**src/rtl/mux_arb_pkg.sv**
```systemverilog
// mux_arb_pkg: shared state encoding and sizing for the 4:1 arbitrated mux
package mux_arb_pkg;
    typedef enum logic {IDLE = 1'b0, GRANT = 1'b1} state_t;
    localparam int NUM_REQ = 4;
    localparam int SEL_W = 2;
    localparam logic [SEL_W-1:0] RESET_LAST = 2'd3;
endpackage

```
**src/rtl/mux_4x1.sv**
```systemverilog
// mux_4x1: plain 4:1 data selector driven by the registered grant index
module mux_4x1
    import mux_arb_pkg::*;
(
    input  logic [NUM_REQ-1:0] i,
    input  logic [SEL_W-1:0]   s,
    output logic               F
);
    assign F = i[s];
endmodule

```
**src/rtl/mux_arbiter_4x1.sv**
```systemverilog
// mux_arbiter_4x1: round-robin 4-requester arbiter feeding a 4:1 mux.
// Define MUX_ARB_TIMEOUT_EN to cap a grant at TIMEOUT consecutive cycles.
module mux_arbiter_4x1
    import mux_arb_pkg::*;
#(
    parameter int TIMEOUT = 8
) (
    input  logic       clk,
    input  logic       reset,
    input  logic [3:0] req,
    input  logic [3:0] i,
    output logic [3:0] gnt,
    output logic [1:0] s,
    output logic       valid,
    output logic       F
);
    state_t           state, state_n;
    logic [SEL_W-1:0] last, pick;
    logic             timeout_hit, mux_f;
    // Scan from lowest priority (last itself) up to last+1 so the nearest requester wins
    always_comb begin
        pick = last;
        for (int k = NUM_REQ; k >= 1; k--) begin
            pick = req[2'(last + 2'(k))] ? 2'(last + 2'(k)) : pick;
        end
        state_n = (state == IDLE) ? (|req ? GRANT : IDLE)
                                  : ((req[s] && !timeout_hit) ? GRANT : IDLE);
    end
    always_ff @(posedge clk or posedge reset) begin
        if (reset) begin
            state <= IDLE;
            s     <= '0;
            last  <= RESET_LAST;
        end else begin
            state <= state_n;
            if (state == IDLE && |req) begin
                s    <= pick;
                last <= pick;
            end
        end
    end
`ifdef MUX_ARB_TIMEOUT_EN
    localparam int CNT_W = $clog2(TIMEOUT + 1);
    logic [CNT_W-1:0] hold;
    // hold is 1 on the first granted cycle, so exit happens after exactly TIMEOUT cycles
    always_ff @(posedge clk or posedge reset) begin
        if (reset) hold <= '0;
        else       hold <= (state == GRANT) ? hold + 1'b1 : CNT_W'(1);
    end
    assign timeout_hit = (hold == CNT_W'(TIMEOUT));
`else
    assign timeout_hit = 1'b0;
`endif
    assign valid = (state == GRANT);
    assign gnt   = {3'b000, valid} << s;
    mux_4x1 u_mux (.i(i), .s(s), .F(mux_f));
    assign F = mux_f & valid;
endmodule
```
**config.mk**
```make
export PLATFORM = sky130hd
export DESIGN_NAME = mux_arbiter_4x1
export DESIGN_NICKNAME = d
export VERILOG_FILES = /design/src/rtl/mux_arb_pkg.sv /design/src/rtl/mux_4x1.sv /design/src/rtl/mux_arbiter_4x1.sv
export SDC_FILE = /design/constraint.sdc
export NUM_CORES = 1
export LEC_CHECK = 0
export BUFFER_PORTS_ARGS = -buffer_cell sky130_fd_sc_hd__buf_4
export CORE_AREA = 2 2 39 41
export DETAILED_ROUTE_END_ITERATION = 8
export DIE_AREA = 0 0 41 43
export SLEW_MARGIN = 30
export SYNTH_ARGS = -nofsm -noshare
export SYNTH_HDL_FRONTEND = slang
export SYNTH_HIERARCHICAL = 1
export SYNTH_SLANG_ARGS = --single-unit
```
**constraint.sdc**
```tcl
create_clock -name clk -period 3.7 [get_ports clk]
set_input_delay 0.74 -clock clk [delete_from_list [all_inputs] [get_ports clk]]
set_output_delay 0.74 -clock clk [all_outputs]
set_load 0.03 [all_outputs]
```
Word-level counts from Yosys, hierarchy flattened
Cells that the tools add are included.

storage, ports and cells
  register bits after elaboration = 5
  output and inout port bits = 8
  bits of input ports = 10

operators by class
  $lt $le $gt $ge = 4
  $add $sub $neg = 3
  mux-type cells = 16
  shift-type cells = 1
  bitwise operators = 2
  reductions and logical operators = 2

operators by type and width
  kind                                                                           number
  2-bit by 3-bit less-than comparator with 1-bit output (second input constant)  4
  1-bit binary-select mux with 2-bit select                                      5
  1-bit two-way mux                                                              8
  2-bit two-way mux                                                              3
  2-bit adder (second input constant)                                            2
  4-bit OR reduction                                                             1
  1-bit by 2-bit left shift with 4-bit output                                    1
  2-bit by 1-bit adder with 2-bit output (second input constant)                 1
  1-bit AND                                                                      1
  1-bit logical AND                                                              1
  1-bit NOT                                                                      1

Longest topological paths before layout
Gate-level depths: netlist of run 1.

  depth after elaboration = 6
  mapped depth = 4
  depth with buffers taken out = 4

Modules after synthesis
The synthesis of run 1 kept the hierarchy.

modules (own cells, without submodules)
  module           cells an instance  times used  area an instance (sq um)  sequential area each (sq um)
  mux_arbiter_4x1  40                 1           344.1                     127.6
  mux_4x1          1                  1           22.5                      0.0

Least setup slack after synthesis of run 1
No wires, ideal clock.

  path type = input to output
  from = in i[3]
  to = out F
  arrival = 1.434 ns
  data required time = 2.960 ns
  path slack = 1.526 ns
  stages = 2
  cells stage by stage = mux4_2 and2_1

between the ends
  longest elaborated chain between the ends = 3

ends and longest elaborated chain
  what                                       RTL line               text
  from (decl)                                mux_arbiter_4x1.sv:11  input logic [3:0] i,
  1-bit binary-select mux with 2-bit select  mux_4x1.sv:9           assign F = i[s];
  1-bit two-way mux (not written as such)    mux_4x1.sv:9
  1-bit AND                                  mux_arbiter_4x1.sv:57  assign F = mux_f & valid;
  to (decl)                                  mux_arbiter_4x1.sv:15  output logic F

Every way passes these cells. The select of a mux whose other input is x is not followed.

Final worst setup path of run 1
  from = in i[3]
  to = out F

between the ends
  longest elaborated chain between the ends = 3

ends and longest elaborated chain
  what                                       RTL line               text
  1-bit binary-select mux with 2-bit select  mux_4x1.sv:9
  1-bit two-way mux (not written as such)    mux_4x1.sv:9
  via mux_f                                  mux_arbiter_4x1.sv:19  logic timeout_hit, mux_f;
  1-bit AND                                  mux_arbiter_4x1.sv:57

The timed path passes the listed nets, and every way through them passes these cells. The select of a mux whose other input is x is not followed.

==> impl_metrics.ini, run 1 <==
[route]
vias_per_cell = 4.97
postRouteAntennaNets = 0
vias = 388
post_drt_wl_per_cell_um = 11.2
drcViolationCount = 0
drt-initial-drc-count = 6
totalWireLength_um = 874
drt_pre_antenna_iters = 3

[timing]
layout_min_cycle_time_ns = 2.36
worst-slew-pin-transition_ns = 0.350
relSlewSlack_pct = 76.1
hold_ws_ns = 0.398
fin_tns_setup_ns = 0
fin_worst_skew_ns = 0.00680
final.period_utilization_pct = 63.7
achievable-frequency_mhz = 424
drv_slew = 0
setup_viol = 0
final-hold-violation-count = 0
grt_setup_unrepaired = no

[critical_path]
crit_buf_inv = 2
worst-path-stages = 4
setup.worst_path.class = in2out
worst_setup_path_end_kind = output pin
timing.critical_path.cells = buf_4 > mux4_2 > and2_1 > buf_4
critical_path_required_ns = 2.96
crit_path_start_kind = input port
worstRegToRegCells = 4
critical_path.max_stage_delay_ns = 0.44
timing.critical_path.fanout_max = 1
cpLargestDelayFamily = multiplexers
critical_path_data_arrival_time_ns = 1.62
crit_top_cell = sky130_fd_sc_hd__buf_4
crit_path_top_delay_cell = sky130_fd_sc_hd__mux4_2

[power_and_ir_drop]
power_density_mw_per_mm2 = 893
netSwitchingFraction_pct = 47.3
power_frac_clock_pct = 12.8
power_leakage_nw = 0.261
power.switching_uw = 228
p_total_uw = 483
share_comb_of_total_power_pct = 58.2
p_int_uw = 255
seq_power_share_pct = 29.0
vdd_drop_max_uv = 301

[die]
die_y_um = 43
floorplan.core_area_mm2 = 0.00138
io_pins = 18
num_rows = 14
start_util_pct = 26.5
die-width_um = 41
design.die.area_mm2 = 0.00176

[grt]
antenna_found_initial = 0
wire_length_of_the_first_global_routing_pass_um = 1360
grt_remaining_overflow = 0
grt_use_total_pct = 11.5
largest_net_degree_at_the_start_of_global_routing = 10
number_of_global_route_vias_before_repair = 318

[synthesis]
yosysUniqueCellTypes = 23
yosysSeqAreaShare_pct = 34.8
synth-compound-area-share_pct = 25.9
postSynth.asyncResetShare_pct = 100
synth_simple_gate_area_share_pct = 20.8
synth_mux_area_share_pct = 13.3
synth.avg_cell_area_um2 = 8.94
postSynthCellCount = 41
synth-seq-cells = 5
syn-cell-area_um2 = 367
synth.area.top_cells = sky130_fd_sc_hd__dfrtp_1, sky130_fd_sc_hd__dfstp_2, sky130_fd_sc_hd__mux4_1, sky130_fd_sc_hd__mux4_2, sky130_fd_sc_hd__o21ai_0
synth_top_area_share_pct = 20.5
synth-edff-count = 0
warnings_from_yosys = 6
syn-num-nets = 51
xor_xnor_fraction_of_synth_area_pct = 0
synth_area_leader_cell = sky130_fd_sc_hd__dfrtp_1
synth-main-ff-cell = sky130_fd_sc_hd__dfrtp_1
synth_top_family_by_area = compound AO/OA/AOI/OAI gates
ys_top_cells_by_count = sky130_fd_sc_hd__inv_1, sky130_fd_sc_hd__nand2_1, sky130_fd_sc_hd__o21ai_0
adder_cell_fraction_of_synth_area_pct = 0

[clocking]
cts_num_sinks = 5
cts_hold_buf = 0
cts.reportedPaths.clkPinSlew_ns = 0.05
tritoncts = built
cts_resized = 0
htree_num_levels = 1
max-clock-path-buffers = 2
worst_skew_pair.late_latency_ns = 0.24
cts.root.buffer_cell = sky130_fd_sc_hd__clkbuf_4
post-cts-setup-buffers = 0
cts-buffers-inserted = 3

[finish]
final_layout_net_count = 73
n_antenna_cell = 0
layout-drive-gt1-share_pct = 38.7
layout.filler_cells = 144
area_growth_pct = 47.4

[place]
port-buffer-count = 17
gp_congestion = 0.788

[job]
maxCapViolations = 0

[worst_hold_path]
hold_class = in2async

[outcome]
status = complete, no violations
-- cells by family (layout without fill, tap and decap cells) --
group | after synthesis | after routing
simple gates | 15 | 15
compound gates | 14 | 14
flops | 5 | 5
buf+inv | 5 | 26
mux | 2 | 2
-- state kept, by name (all words and copies together), names as in the netlist --
| signal | flops |
|---|---|
| last | 2 |
| valid | 1 |
| s | 2 |
-- metrics by stage --
stage	util (%)	setup slack (ns)	std cells	cell area, um2
floorplan	-	1.53	41	367
global placement	37.2	1.35	74	514
global route	39.1	1.27	78	541
detailed placement	37.2	1.34	74	514
CTS	39.1	1.34	78	541
finish	39.1	1.34	78	541
-- power by group through the flow --
stage	Combinational, mW	Sequential, mW	Clock [mW]
finish	0.281	0.140	0.0617
global route	0.309	0.148	0.0687
CTS	0.284	0.140	0.0640
detailed placement	0.284	0.141	0
global placement	0.284	0.139	0
floorplan	0.161	0.161	0
-- cell usage in the layout (no fill, tap or decap), drive strengths merged --
cell,n
o21ai,4
a2111oi,1
mux4,2
o221ai,1
buf,17
nor2b,1
a2111o,1
and2,1
clkbuf,4
inv,5
a21oi,2
and3,2
o22ai,1
a21boi,1
dfstp,2
a21o,1
nand2,5
nor3b,1
nor2,4
dfrtp,3
or2b,1
a31oi,1
o32ai,1
-- worst paths after layout --
kind,startpoint,endpoint,slack [ns]
setup / recovery,i[3],F,1.34
hold / removal,reset,s[0],0.40
setup reg to reg,last[0],s[1],2.36
hold reg to reg,last[0],last[0],0.52
max in group asynchronous,reset,last[0],3.05
min in group clk,last[0],last[0],0.52
-- cell type report --
type / instances / area, um2 / share of cell area, %
tap: 16 / 20.0 / 3.70
timing repair buffer: 17 / 128 / 23.6
multi-input combinational: 31 / 220 / 40.7
inverter: 5 / 18.8 / 3.47
sequential: 5 / 128 / 23.6
clock buffer: 4 / 26.3 / 4.86
-- per-layer routing --
metal  GRT usage (%)  vias to the layer above  share of wire, %
met5               0                        -                 0
met4            2.00                        0                 0
met3            7.85                        0                11
met2            18.1                       17                47
met1            12.5                      176                42
li1                -                      195                 -
No activity file was read; power rests on OpenSTA's default activity.
==> run 2, diff against run 1 <==
==> constraint.sdc (replaced) <==
create_clock -name clk -period 2 [get_ports clk]
set_input_delay 0.4 -clock clk [delete_from_list [all_inputs] [get_ports clk]]
set_output_delay 0.4 -clock clk [all_outputs]
set_load 0.03 [all_outputs]
==> impl_metrics.ini, run 2 (synthesis results as in run 1) <==
[die]
die_y_um = 43
start_util_pct = 26.5
num_rows = 14
design.die.area_mm2 = 0.00176
io_pins = 18
floorplan.core_area_mm2 = 0.00138
die-width_um = 41

[route]
vias_per_cell = 4.86
postRouteAntennaNets = 0
drt-initial-drc-count = 4
vias = 384
post_drt_wl_per_cell_um = 11.0
drcViolationCount = 0
totalWireLength_um = 866
drt_pre_antenna_iters = 2

[clocking]
cts_resized = 0
htree_num_levels = 1
post-cts-setup-buffers = 0
tritoncts = built
cts_hold_buf = 0
cts-buffers-inserted = 3
cts_num_sinks = 5
cts.root.buffer_cell = sky130_fd_sc_hd__clkbuf_4
worst_skew_pair.late_latency_ns = 0.23
cts.reportedPaths.clkPinSlew_ns = 0.04
max-clock-path-buffers = 2

[timing]
final-hold-violation-count = 0
layout_min_cycle_time_ns = 1.81
drv_slew = 0
final.period_utilization_pct = 90.5
grt_setup_unrepaired = no
setup_viol = 0
fin_worst_skew_ns = 0.00245
worst-slew-pin-transition_ns = 0.361
achievable-frequency_mhz = 552
fin_tns_setup_ns = 0
relSlewSlack_pct = 75.3

[finish]
n_antenna_cell = 0
multi_input_comb_area_um2 = 220
layout-drive-gt1-share_pct = 39.7
finalCoreUtilization_pct = 39.6
area_growth_pct = 49.5
layout.cells.most_common = sky130_fd_sc_hd__buf_4
layout.filler_cells = 140
register_area_um2 = 128
final_layout_net_count = 74
final_cell_mix = sky130_fd_sc_hd__buf_4, sky130_fd_sc_hd__inv_1, sky130_fd_sc_hd__nand2_1, sky130_fd_sc_hd__o21ai_0

[worst_hold_path]
hold_class = in2async

[grt]
largest_net_degree_at_the_start_of_global_routing = 10
antenna_found_initial = 0
grt_remaining_overflow = 0
global_route.usage.met1_pct = 12.2
grt_util_met3_pct = 4.71
grt_use_total_pct = 11.6
globalRoute.busiestLayer = met2
number_of_global_route_vias_before_repair = 355
wire_length_of_the_first_global_routing_pass_um = 1390
grt.met2_usage_pct = 18.8

[power_and_ir_drop]
power_density_mw_per_mm2 = 1650
power_leakage_nw = 0.266
vdd_drop_max_uv = 433

[critical_path]
critical_path_data_arrival_time_ns = 1.41
timing.critical_path.fanout_max = 2
setup.worst_path.class = reg2out
crit_path_start_kind = flip-flop
critical_path_required_ns = 1.60
worst_setup_path_end_kind = output pin

[job]
maxCapViolations = 0

[place]
place_hpwl_um = 703
gp_congestion = 0.820
port-buffer-count = 17

[outcome]
status = complete, no violations
-- run 2: layout make-up --
cell class / instances / area share, %
multi-input cells: 31 / 40.2
well taps: 16 / 3.65
repair buffers: 18 / 24.7
flip-flops and latches: 5 / 23.3
inverters: 5 / 3.42
clock buffers: 4 / 4.79
-- run 2: worst max-delay path, cell delays in order, from the launching register on --
cell                      delay, ns
sky130_fd_sc_hd__dfrtp_1       0.37
sky130_fd_sc_hd__mux4_2        0.49
sky130_fd_sc_hd__and2_1        0.16
sky130_fd_sc_hd__buf_4         0.16
-- run 2: worst paths after layout --
check	from	end	slack, ns	depth (start not counted)
setup / recovery	s[0]	F	0.19	3
hold / removal	reset	s[0]	0.06	2
setup reg to reg	last[0]	s[1]	0.62	4
hold reg to reg	last[0]	last[0]	0.53	2
max in group asynchronous	reset	last[1]	1.70	2
min in group clk	req[0]	s[0]	0.52	4
-- run 2: power by group --
part | switching [mW] | internal, mW | leakage (nW)
clock network | 0.0367 | 0.0751 | 0.0150
registers | 0.0716 | 0.170 | 0.0556
logic | 0.314 | 0.239 | 0.195
-- run 2: through the flow --
step	power, mW	setup slack [ns]	instance area [um2]	instances	hold WS (ns)
global placement	0.798	0.327	522	75	0.313
detailed placement	0.802	0.328	522	75	0.317
global route	0.988	0.111	548	79	0.0772
floorplan	0.596	0.211	367	41	0.177
finish	0.906	0.189	548	79	0.0621
CTS	0.920	0.172	548	79	0.0611
-- run 2: layer usage --
layer	up-vias	wire, um
met5	-	0
met4	0	0
met3	0	68
met2	14	426
met1	173	371
li1	197	-
==> run 3, diff against run 2 <==
--- a/config.mk
+++ b/config.mk
@@ -5,10 +5,10 @@
 export SDC_FILE = /design/constraint.sdc
 export NUM_CORES = 1
 export LEC_CHECK = 0
+export ABC_AREA = 1
 export BUFFER_PORTS_ARGS = -buffer_cell sky130_fd_sc_hd__buf_4
-export CORE_AREA = 2 2 39 41
+export CORE_UTILIZATION = 35
 export DETAILED_ROUTE_END_ITERATION = 8
-export DIE_AREA = 0 0 41 43
 export SLEW_MARGIN = 30
 export SYNTH_ARGS = -nofsm -noshare
 export SYNTH_HDL_FRONTEND = slang
==> impl_metrics.ini, run 3 <==
[outcome]
status = complete, no violations

[grt]
antenna_found_initial = 0
wire_length_of_the_first_global_routing_pass_um = 1730
grt_use_total_pct = 16.3
largest_net_degree_at_the_start_of_global_routing = 12
grt_remaining_overflow = 0
number_of_global_route_vias_before_repair = 424

[critical_path]
worstRegToRegCells = 9
critical_path.reg2reg.startpoint = last[0]
reg2reg_setup_slack_ns = 0.57
rr_endpoint = s[0]
timing.critical_path.fanout_max = 11
critical_path_data_arrival_time_ns = 1.28
critical_path_required_ns = 1.60
setup.worst_path.class = reg2out
crit_path_start_kind = flip-flop
worst_setup_path_end_kind = output pin

[clocking]
post-cts-setup-buffers = 0
cts_num_sinks = 5
cts.root.buffer_cell = sky130_fd_sc_hd__clkbuf_4
worst_skew_pair.late_latency_ns = 0.24
cts_hold_buf = 0
max-clock-path-buffers = 2
cts_resized = 0
cts.reportedPaths.clkPinSlew_ns = 0.04
htree_num_levels = 1
cts-buffers-inserted = 3
tritoncts = built

[timing]
fin_tns_setup_ns = 0
drv_slew = 0
relSlewSlack_pct = 79.1
final-hold-violation-count = 0
setup_viol = 0
grt_setup_unrepaired = no
worst-slew-pin-transition_ns = 0.313
layout_min_cycle_time_ns = 1.68
final.period_utilization_pct = 84.1
fin_worst_skew_ns = 0.00303
achievable-frequency_mhz = 595

[worst_hold_path]
hold_class = in2async

[place]
port-buffer-count = 17
gp_congestion = 0.816
place_hpwl_um = 922
postPlaceCellArea_um2 = 642
placed_cells_incl_taps = 117

[route]
vias_per_cell = 4.62
post_drt_wl_per_cell_um = 9.16
vias = 559
totalWireLength_um = 1110
drt-initial-drc-count = 9
drt_pre_antenna_iters = 4
postRouteAntennaNets = 0
drcViolationCount = 0

[finish]
final_layout_net_count = 117
final_cell_mix = sky130_fd_sc_hd__nand2_1, sky130_fd_sc_hd__buf_4, sky130_fd_sc_hd__inv_1, sky130_fd_sc_hd__nand2_2, sky130_fd_sc_hd__nand3_1
layout-drive-gt1-share_pct = 34.9
layout.filler_cells = 140
final_design_area_no_fill_um2 = 668
layout.cells.most_common = sky130_fd_sc_hd__nand2_1
n_antenna_cell = 0
register_area_um2 = 128
area_growth_pct = 31.9
layoutNonFillerInstCount = 121
multi_input_comb_area_um2 = 302

[synthesis]
synth-seq-cells = 5
synth_area_leader_cell = sky130_fd_sc_hd__nand2_1
synth-edff-count = 0
synth-main-ff-cell = sky130_fd_sc_hd__dfrtp_1
synth.avg_cell_area_um2 = 5.89
ys_top_cells_by_count = sky130_fd_sc_hd__nand2_1, sky130_fd_sc_hd__inv_1, sky130_fd_sc_hd__nand2_2, sky130_fd_sc_hd__nand3_1, sky130_fd_sc_hd__nor3_1
postSynthCellCount = 86
syn-num-nets = 96
yosysUniqueCellTypes = 18
yosysSeqAreaShare_pct = 25.2
postSynth.asyncResetShare_pct = 100
synth.area.top_cells = sky130_fd_sc_hd__nand2_1, sky130_fd_sc_hd__dfrtp_1, sky130_fd_sc_hd__nand2_2, sky130_fd_sc_hd__dfstp_2, sky130_fd_sc_hd__inv_1
synth_top_area_share_pct = 22.2
syn-cell-area_um2 = 507
warnings_from_yosys = 6
synthMostInstantiatedCell = sky130_fd_sc_hd__nand2_1

[die]
die_y_um = 40.1
design.die.area_mm2 = 0.00160
num_rows = 13
floorplan.core_area_mm2 = 0.00132
die-width_um = 40.1
start_util_pct = 38.5
io_pins = 18

[power_and_ir_drop]
power_leakage_nw = 0.394
power_density_mw_per_mm2 = 1880
vdd_drop_max_uv = 726

[job]
maxCapViolations = 0
run 3: cell types whose count changed after synthesis, moves of 3 or more:
cell	change
sky130_fd_sc_hd__nand2_2	+9
sky130_fd_sc_hd__inv_1	+8
sky130_fd_sc_hd__o21ai_1	+3
sky130_fd_sc_hd__nand3_1	+9
sky130_fd_sc_hd__nand2_1	+25
sky130_fd_sc_hd__nor3_1	+4
sky130_fd_sc_hd__o21ai_0	-3
run 3: kinds of logic after synthesis:
group | Yosys count | synth area share, %
AND/OR/NAND/NOR | 56 | 50.9
flip-flops | 5 | 25.2
AO/OA/AOI/OAI | 8 | 8.64
buffers and inverters | 17 | 15.3
run 3: power breakdown:
| group | internal [mW] | switching [mW] |
|---|---|---|
| registers | 0.174 | 0.109 |
| clock network | 0.0752 | 0.0379 |
| logic | 0.317 | 0.546 |
run 3: worst max-delay path by stage:
stage          start      to  slack, ns  depth (start not counted)
4_1_cts         s[0]       F       0.29                          7
2_1_floorplan   s[0]  gnt[1]       0.14                          2
5_1_grt         s[0]       F       0.21                          7
3_5_place_dp    s[0]       F       0.56                          7
6_report        s[0]       F       0.32                          7
3_3_place_gp    s[0]       F       0.57                          7
run 3: routing by layer:
metal	GRT usage [%]	wire [um]	vias up
met5	0	0	-
met4	0	0	0
met3	6.67	65	0
met2	29.8	523	16
met1	18.4	519	235
li1	-	-	308
run 3: critical path: stages, from the launching register on:
cell                      delay, ns
sky130_fd_sc_hd__dfrtp_1       0.52
sky130_fd_sc_hd__inv_1         0.10
sky130_fd_sc_hd__nand2_1       0.08
sky130_fd_sc_hd__nand3_1       0.06
sky130_fd_sc_hd__nand2_1       0.06
sky130_fd_sc_hd__nand2_1       0.05
sky130_fd_sc_hd__inv_1         0.05
sky130_fd_sc_hd__buf_4         0.14
run 3: area by class of cell:
| class | count | area share, % |
|---|---|---|
| multi-input combinational | 64 | 45.1 |
| sequential | 5 | 19.1 |
| timing repair buffer | 17 | 19.1 |
| inverter | 16 | 9.93 |
| clock buffer | 4 | 3.93 |
| tap | 15 | 2.81 |
run 3: stage by stage:
stage	hold WS, ns	utilization (%)	power [mW]	worst slack (ns)
global route	0.0614	50.7	1.39	0.212
CTS	0.0569	50.7	1.27	0.294
floorplan	0.177	-	0.936	0.143
finish	0.0565	50.7	1.26	0.319
detailed placement	0.312	48.7	1.15	0.562
global placement	0.314	48.7	1.15	0.571
